==> src/rtl/puf_soc_pkg.sv <==
// Shared types and defaults for the PUF response generator.
package puf_soc_pkg;

    localparam int unsigned CntBitSizeDef = 32;
    localparam int unsigned RespBitsDef   = 16;

    typedef enum logic [2:0] {
        StIdle,
        StClear,
        StSettle,
        StRun,
        StCmp,
        StOut
    } state_e;

    // Index width for n response bits, never below 1.
    function automatic int unsigned idx_width(input int unsigned n);
        return (n > 1) ? $clog2(n) : 1;
    endfunction

endpackage

==> src/rtl/puf_soc_edge_cap.sv <==
// Rising-edge detector plus count capture for one RO counter channel.
// cap_done/cap_val look ahead: they already reflect a capture happening this
// cycle, so the sequencer can leave RUN on the same edge the capture lands.
module puf_soc_edge_cap
    import puf_soc_pkg::*;
#(
    parameter int unsigned CNT_BIT_SIZE = CntBitSizeDef
) (
    input  logic                    clk,
    input  logic                    rst_n,
    input  logic                    clr,
    input  logic                    arm,
    input  logic                    valid,
    input  logic [CNT_BIT_SIZE-1:0] cnt,
    output logic [CNT_BIT_SIZE-1:0] cap_val,
    output logic                    cap_done
);

    logic                    valid_q;
    logic                    done_q;
    logic [CNT_BIT_SIZE-1:0] val_q;
    logic                    edge_hit;

    // A valid already high when arming is not an edge: valid_q keeps tracking
    // outside RUN, so stale data from the previous bit is never taken.
    always_comb begin
        edge_hit = arm & valid & ~valid_q & ~done_q;
        cap_done = done_q | edge_hit;
        cap_val  = edge_hit ? cnt : val_q;
    end

    // Previous-valid tracking and first-edge capture, cleared per bit.
    always_ff @(posedge clk or negedge rst_n) begin
        if (!rst_n) begin
            valid_q <= 1'b0;
            done_q  <= 1'b0;
            val_q   <= '0;
        end else begin
            valid_q <= valid;
            if (clr) begin
                done_q <= 1'b0;
                val_q  <= '0;
            end else if (edge_hit) begin
                done_q <= 1'b1;
                val_q  <= cnt;
            end
        end
    end

endmodule

==> src/rtl/puf_soc_resp_gen.sv <==
// Sequences one RO-pair measurement per response bit and assembles the
// response word and instability mask for the SoC register interface.
module puf_soc_resp_gen
    import puf_soc_pkg::*;
#(
    parameter int unsigned CNT_BIT_SIZE = CntBitSizeDef,
    parameter int unsigned RESP_BITS    = RespBitsDef,
    parameter int unsigned SETTLE_CYC   = 4,
    parameter int unsigned TMO_W        = 24,
    localparam int unsigned IDX_W       = idx_width(RESP_BITS)
) (
    input  logic                    clk,
    input  logic                    rst_n,
    input  logic                    i_start,
    input  logic [CNT_BIT_SIZE-1:0] i_margin,
    input  logic [CNT_BIT_SIZE-1:0] i_cnt_a,
    input  logic                    i_valid_a,
    input  logic [CNT_BIT_SIZE-1:0] i_cnt_b,
    input  logic                    i_valid_b,
    output logic                    o_cnt_clr,
    output logic                    o_cnt_en,
    output logic [IDX_W-1:0]        o_pair_idx,
    output logic [RESP_BITS-1:0]    o_resp,
    output logic [RESP_BITS-1:0]    o_resp_mask,
    output logic                    o_resp_valid,
    input  logic                    i_resp_ready,
    output logic                    o_busy,
    output logic                    o_timeout
);

    localparam logic [IDX_W-1:0] LastIdx    = IDX_W'(RESP_BITS - 1);
    localparam logic [7:0]       SettleLast = 8'(SETTLE_CYC - 1);

    state_e                  state_q;
    logic [IDX_W-1:0]        idx_q;
    logic [CNT_BIT_SIZE-1:0] margin_q;
    logic [TMO_W-1:0]        timer_q;
    logic [7:0]              settle_q;
    logic                    cnt_en_q;
    logic [RESP_BITS-1:0]    resp_q;
    logic [RESP_BITS-1:0]    mask_q;
    logic                    resp_valid_q;
    logic                    timeout_q;

    logic                    cap_clr;
    logic                    cap_arm;
    logic [CNT_BIT_SIZE-1:0] cap_a;
    logic [CNT_BIT_SIZE-1:0] cap_b;
    logic                    done_a;
    logic                    done_b;
    logic                    bit_gt;
    logic [CNT_BIT_SIZE-1:0] diff;
    logic                    unstable;

    assign cap_clr = (state_q == StClear);
    assign cap_arm = (state_q == StRun);

    puf_soc_edge_cap #(
        .CNT_BIT_SIZE (CNT_BIT_SIZE)
    ) u_cap_a (
        .clk      (clk),
        .rst_n    (rst_n),
        .clr      (cap_clr),
        .arm      (cap_arm),
        .valid    (i_valid_a),
        .cnt      (i_cnt_a),
        .cap_val  (cap_a),
        .cap_done (done_a)
    );

    puf_soc_edge_cap #(
        .CNT_BIT_SIZE (CNT_BIT_SIZE)
    ) u_cap_b (
        .clk      (clk),
        .rst_n    (rst_n),
        .clr      (cap_clr),
        .arm      (cap_arm),
        .valid    (i_valid_b),
        .cnt      (i_cnt_b),
        .cap_val  (cap_b),
        .cap_done (done_b)
    );

    // Unsigned compare and distance between the two captured counts.
    always_comb begin
        bit_gt   = (cap_a > cap_b);
        diff     = bit_gt ? (cap_a - cap_b) : (cap_b - cap_a);
        unstable = (diff < margin_q);
    end

    // Measurement sequencer with registered response outputs.
    always_ff @(posedge clk or negedge rst_n) begin
        if (!rst_n) begin
            state_q      <= StIdle;
            idx_q        <= '0;
            margin_q     <= '0;
            timer_q      <= '0;
            settle_q     <= '0;
            cnt_en_q     <= 1'b0;
            resp_q       <= '0;
            mask_q       <= '0;
            resp_valid_q <= 1'b0;
            timeout_q    <= 1'b0;
        end else begin
            case (state_q)
                StIdle: begin
                    if (i_start) begin
                        margin_q  <= i_margin;
                        idx_q     <= '0;
                        resp_q    <= '0;
                        mask_q    <= '0;
                        timeout_q <= 1'b0;
                        state_q   <= StClear;
                    end
                end
                StClear: begin
                    timer_q  <= '0;
                    settle_q <= '0;
                    state_q  <= StSettle;
                end
                StSettle: begin
                    if (settle_q == SettleLast) begin
                        cnt_en_q <= 1'b1;
                        state_q  <= StRun;
                    end else begin
                        settle_q <= settle_q + 8'd1;
                    end
                end
                StRun: begin
                    // A completed pair wins over a timeout in the same cycle.
                    if (done_a && done_b) begin
                        cnt_en_q <= 1'b0;
                        state_q  <= StCmp;
                    end else if (&timer_q) begin
                        cnt_en_q  <= 1'b0;
                        timeout_q <= 1'b1;
                        state_q   <= StIdle;
                    end else begin
                        timer_q <= timer_q + TMO_W'(1);
                    end
                end
                StCmp: begin
                    resp_q[idx_q] <= bit_gt;
                    mask_q[idx_q] <= unstable;
                    if (idx_q == LastIdx) begin
                        resp_valid_q <= 1'b1;
                        state_q      <= StOut;
                    end else begin
                        idx_q   <= idx_q + IDX_W'(1);
                        state_q <= StClear;
                    end
                end
                StOut: begin
                    if (i_resp_ready) begin
                        resp_valid_q <= 1'b0;
                        state_q      <= StIdle;
                    end
                end
                default: state_q <= StIdle;
            endcase
        end
    end

    assign o_cnt_clr    = (state_q == StClear);
    assign o_cnt_en     = cnt_en_q;
    assign o_pair_idx   = idx_q;
    assign o_resp       = resp_q;
    assign o_resp_mask  = mask_q;
    assign o_resp_valid = resp_valid_q;
    assign o_busy       = (state_q != StIdle);
    assign o_timeout    = timeout_q;

endmodule

==> config.mk <==
export PLATFORM = sky130hd
export DESIGN_NAME = puf_soc_resp_gen
export DESIGN_NICKNAME = d
export VERILOG_FILES = /design/src/rtl/puf_soc_pkg.sv /design/src/rtl/puf_soc_edge_cap.sv /design/src/rtl/puf_soc_resp_gen.sv
export SDC_FILE = /design/constraint.sdc
export NUM_CORES = 1
export LEC_CHECK = 0
export ABC_AREA = 1
export BUFFER_PORTS_ARGS = -buffer_cell sky130_fd_sc_hd__buf_4
export CORE_MARGIN = 2
export CORE_UTILIZATION = 42
export CTS_CLUSTER_DIAMETER = 150
export DETAILED_ROUTE_END_ITERATION = 10
export PLACE_DENSITY_LB_ADDON = 0.05
export SYNTH_ARGS = -nofsm -noshare
export SYNTH_HDL_FRONTEND = slang
export SYNTH_SLANG_ARGS = --single-unit
==> constraint.sdc <==
create_clock -name clk -period 7.8 [get_ports clk]
set_input_delay 1.17 -clock clk [delete_from_list [all_inputs] [get_ports clk]]
set_output_delay 1.17 -clock clk [all_outputs]
set_load 0.005 [all_outputs]
==> out/results.ini <==
[logic_synthesis]
synth_most_common_cell = nand2_1
ys_async_sr_fraction_pct = 100
syn-num-nets = 2116
synthesis.instances = 1914
synth_edf_count = 0
synth.yosys.seq_area_share_pct = 33.9
ys_ff_latch = 174
ys_top_cells_by_area = dfrtp_1 (34%), nand2_1 (15%), inv_1 (10%)
synth.avg_cell_area_um2 = 6.71
synth_common_cells = nand2_1 (528), inv_1 (345), nor2_1 (222), dfrtp_1 (174), o21ai_0 (143)
synth_top_area_share_pct = 33.9
synth_cell_types = 54
yosysTopAreaCell = dfrtp_1
yosysWarnings = 0
synthesis.area_um2 = 12800
yosys_most_used_dff = dfrtp_1

[clock_tree]
cts_setup_buffers = 0
clock_sinks = 174
clk_pin_slew_worst_paths_ns = 0.07
ctsResizeCount = 0
ctsHtreeMaxLevel = 4
cts_tree = built
insertion_delay_ns = 0.45
cts_root_buf = clkbuf_16
hold_buffers = 0
cts_buffers = 17
cts.path.max_buffers = 2

[global_route]
grt_pass1_vias = 11579
grt_max_degree = 75
grt_usage_pct = 24.4
grt_pass1_wl_um = 60400
antenna_found_initial = 0
gr-total-overflow = 0

[floorplan]
die_y_um = 179
ioPinCount = 143
rows = 64
die_area_um2 = 32000
die_w_um = 179
start_util_pct = 42.3
core-area_um2 = 30300

[sta]
maxSlewViolCount = 0
hold-worst-slack_ns = 0.480
worst_pin_slew_ns = 1.30
fin_crit_ns = 6.60
worst_clock_skew_ns = 0.0122
hold_violations = 0
max_freq_ghz = 0.151
rsz0062_at_grt = false
setup_tns_ns = 0
finalCritPeriodShare_pct = 84.6
finalSetupViolations = 0
slew-limit-headroom_pct = 12.9

[outcome]
outcome = completed

[layout]
diodes = 0
layout-drive-gt1-share_pct = 10.3
nFillCells = 3151
utilization_pct = 49.0
syn2layout_area_growth_pct = 15.9
layout.nets = 2243

[drt]
route.detailed.drc = 0
vias = 11991
wire_per_inst_um = 15.5
avgViaCountPerCell = 4.90
ant_nets = 0
drt_iter0_drc = 615
totalWireLength_um = 38000
first_pass_iters = 5

[setup_path]
worst_setup_path_start_kind = primary input
critPathKind = primary input to flop
required_ns = 8.17
cp_slowest_stage_delay_ns = 0.98
cp_common_cell = nand2_1
crit_path_max_fanout = 45
cp-end-kind = flop
worstPathArrival_ns = 6.97
worst_path_max_delay_cell = o21ai_1

[place]
portBuffers = 142
place_congestion = 0.984
place_hpwl_um = 30400

[hold_path]
hp-class = flop to flop

[flow_run]
maxCapViolCount = 0

## sequential cells by signal, indices dropped and copies added (netlist names)
signal           flops
o_timeout            1
settle_q             8
u_cap_a.val_q       32
o_resp              16
u_cap_b.valid_q      1
u_cap_a.valid_q      1
u_cap_a.done_q       1
timer_q             24
o_cnt_en             1
o_resp_valid         1
o_resp_mask         16
u_cap_b.done_q       1
state_q              3
u_cap_b.val_q       32
margin_q            32
o_pair_idx           4
## final timing paths
path                                   startpoint                           to  slack [ns]  cells past startpoint
min                        o_resp[14]$_DFFE_PN0P_       o_resp[14]$_DFFE_PN0P_        0.48                      2
max                                     i_valid_b  o_resp_mask[15]$_DFFE_PN0P_        1.20                     30
max in group asynchronous                   rst_n  u_cap_b.val_q[28]$_DFF_PN0_        5.90                      2
min reg2reg                o_resp[14]$_DFFE_PN0P_       o_resp[14]$_DFFE_PN0P_        0.48                      2
max reg2reg                state_q[1]$_DFFE_PN0P_  o_resp_mask[15]$_DFFE_PN0P_        1.42                     29
min in group asynchronous                   rst_n      timer_q[16]$_DFFE_PN0P_        0.59                      1
## area by class of cell
type                            count  area (um^2)  area share (%)
Multi-Input combinational cell   1347         6970            46.8
Sequential cell                   174         4350            29.3
Timing Repair Buffer              153         1150            7.74
Inverter                          348         1310            8.81
Clock inverter                     10          129           0.866
Clock buffer                       21          470            3.16
Tap cell                          396          495            3.33
## cells by family (layout without fill, tap and decap cells)
kind of cell	after synthesis	in the layout	synth area share, %
AND/OR/NAND/NOR	883	883	27.8
buffers and inverters	393	532	11.9
AO/OA/AOI/OAI	323	323	13.8
flip-flops	174	174	33.9
adder cells (fa/ha/maj)	100	100	9.86
XOR/XNOR	40	40	2.73
multiplexers	1	1	0.0779
## critical path: cells and delay by family
family                   cells  cell delay, ns
buffers and inverters        7            0.93
AND/OR/NAND/NOR             14            2.41
adder cells (fa/ha/maj)      2            0.72
AO/OA/AOI/OAI                7            1.69
## layout by cell type (no fill, tap or decap), types with 36 or more instances in the layout
| master | count |
|---|---|
| dfrtp_1 | 174 |
| nand3_1 | 68 |
| o21ai_0 | 143 |
| buf_4 | 152 |
| inv_1 | 344 |
| xor2_1 | 36 |
| nand2_1 | 528 |
| ha_1 | 98 |
| a21oi_1 | 119 |
| nor2_1 | 222 |
## stage by stage
stage	area, um^2	setup WS, ns	std cells
2_1_floorplan	12800	2.25	1914
3_3_place_gp	14300	0.955	2418
3_5_place_dp	14300	0.772	2418
4_1_cts	14900	1.27	2449
5_1_grt	14900	0.467	2449
6_report	14900	1.20	2449
## layer usage
layer	up-vias	part of all wire [%]	track usage, %
met5	-	0	0
met4	0	1.9	7.08
met3	31	4.3	3.82
met2	235	48	42.2
met1	5495	45	31.4
li1	6230	-	-
Power is left out: the tool's default activity adds up to more than one toggle a clock period on the data nets, which glitch-free logic cannot reach.
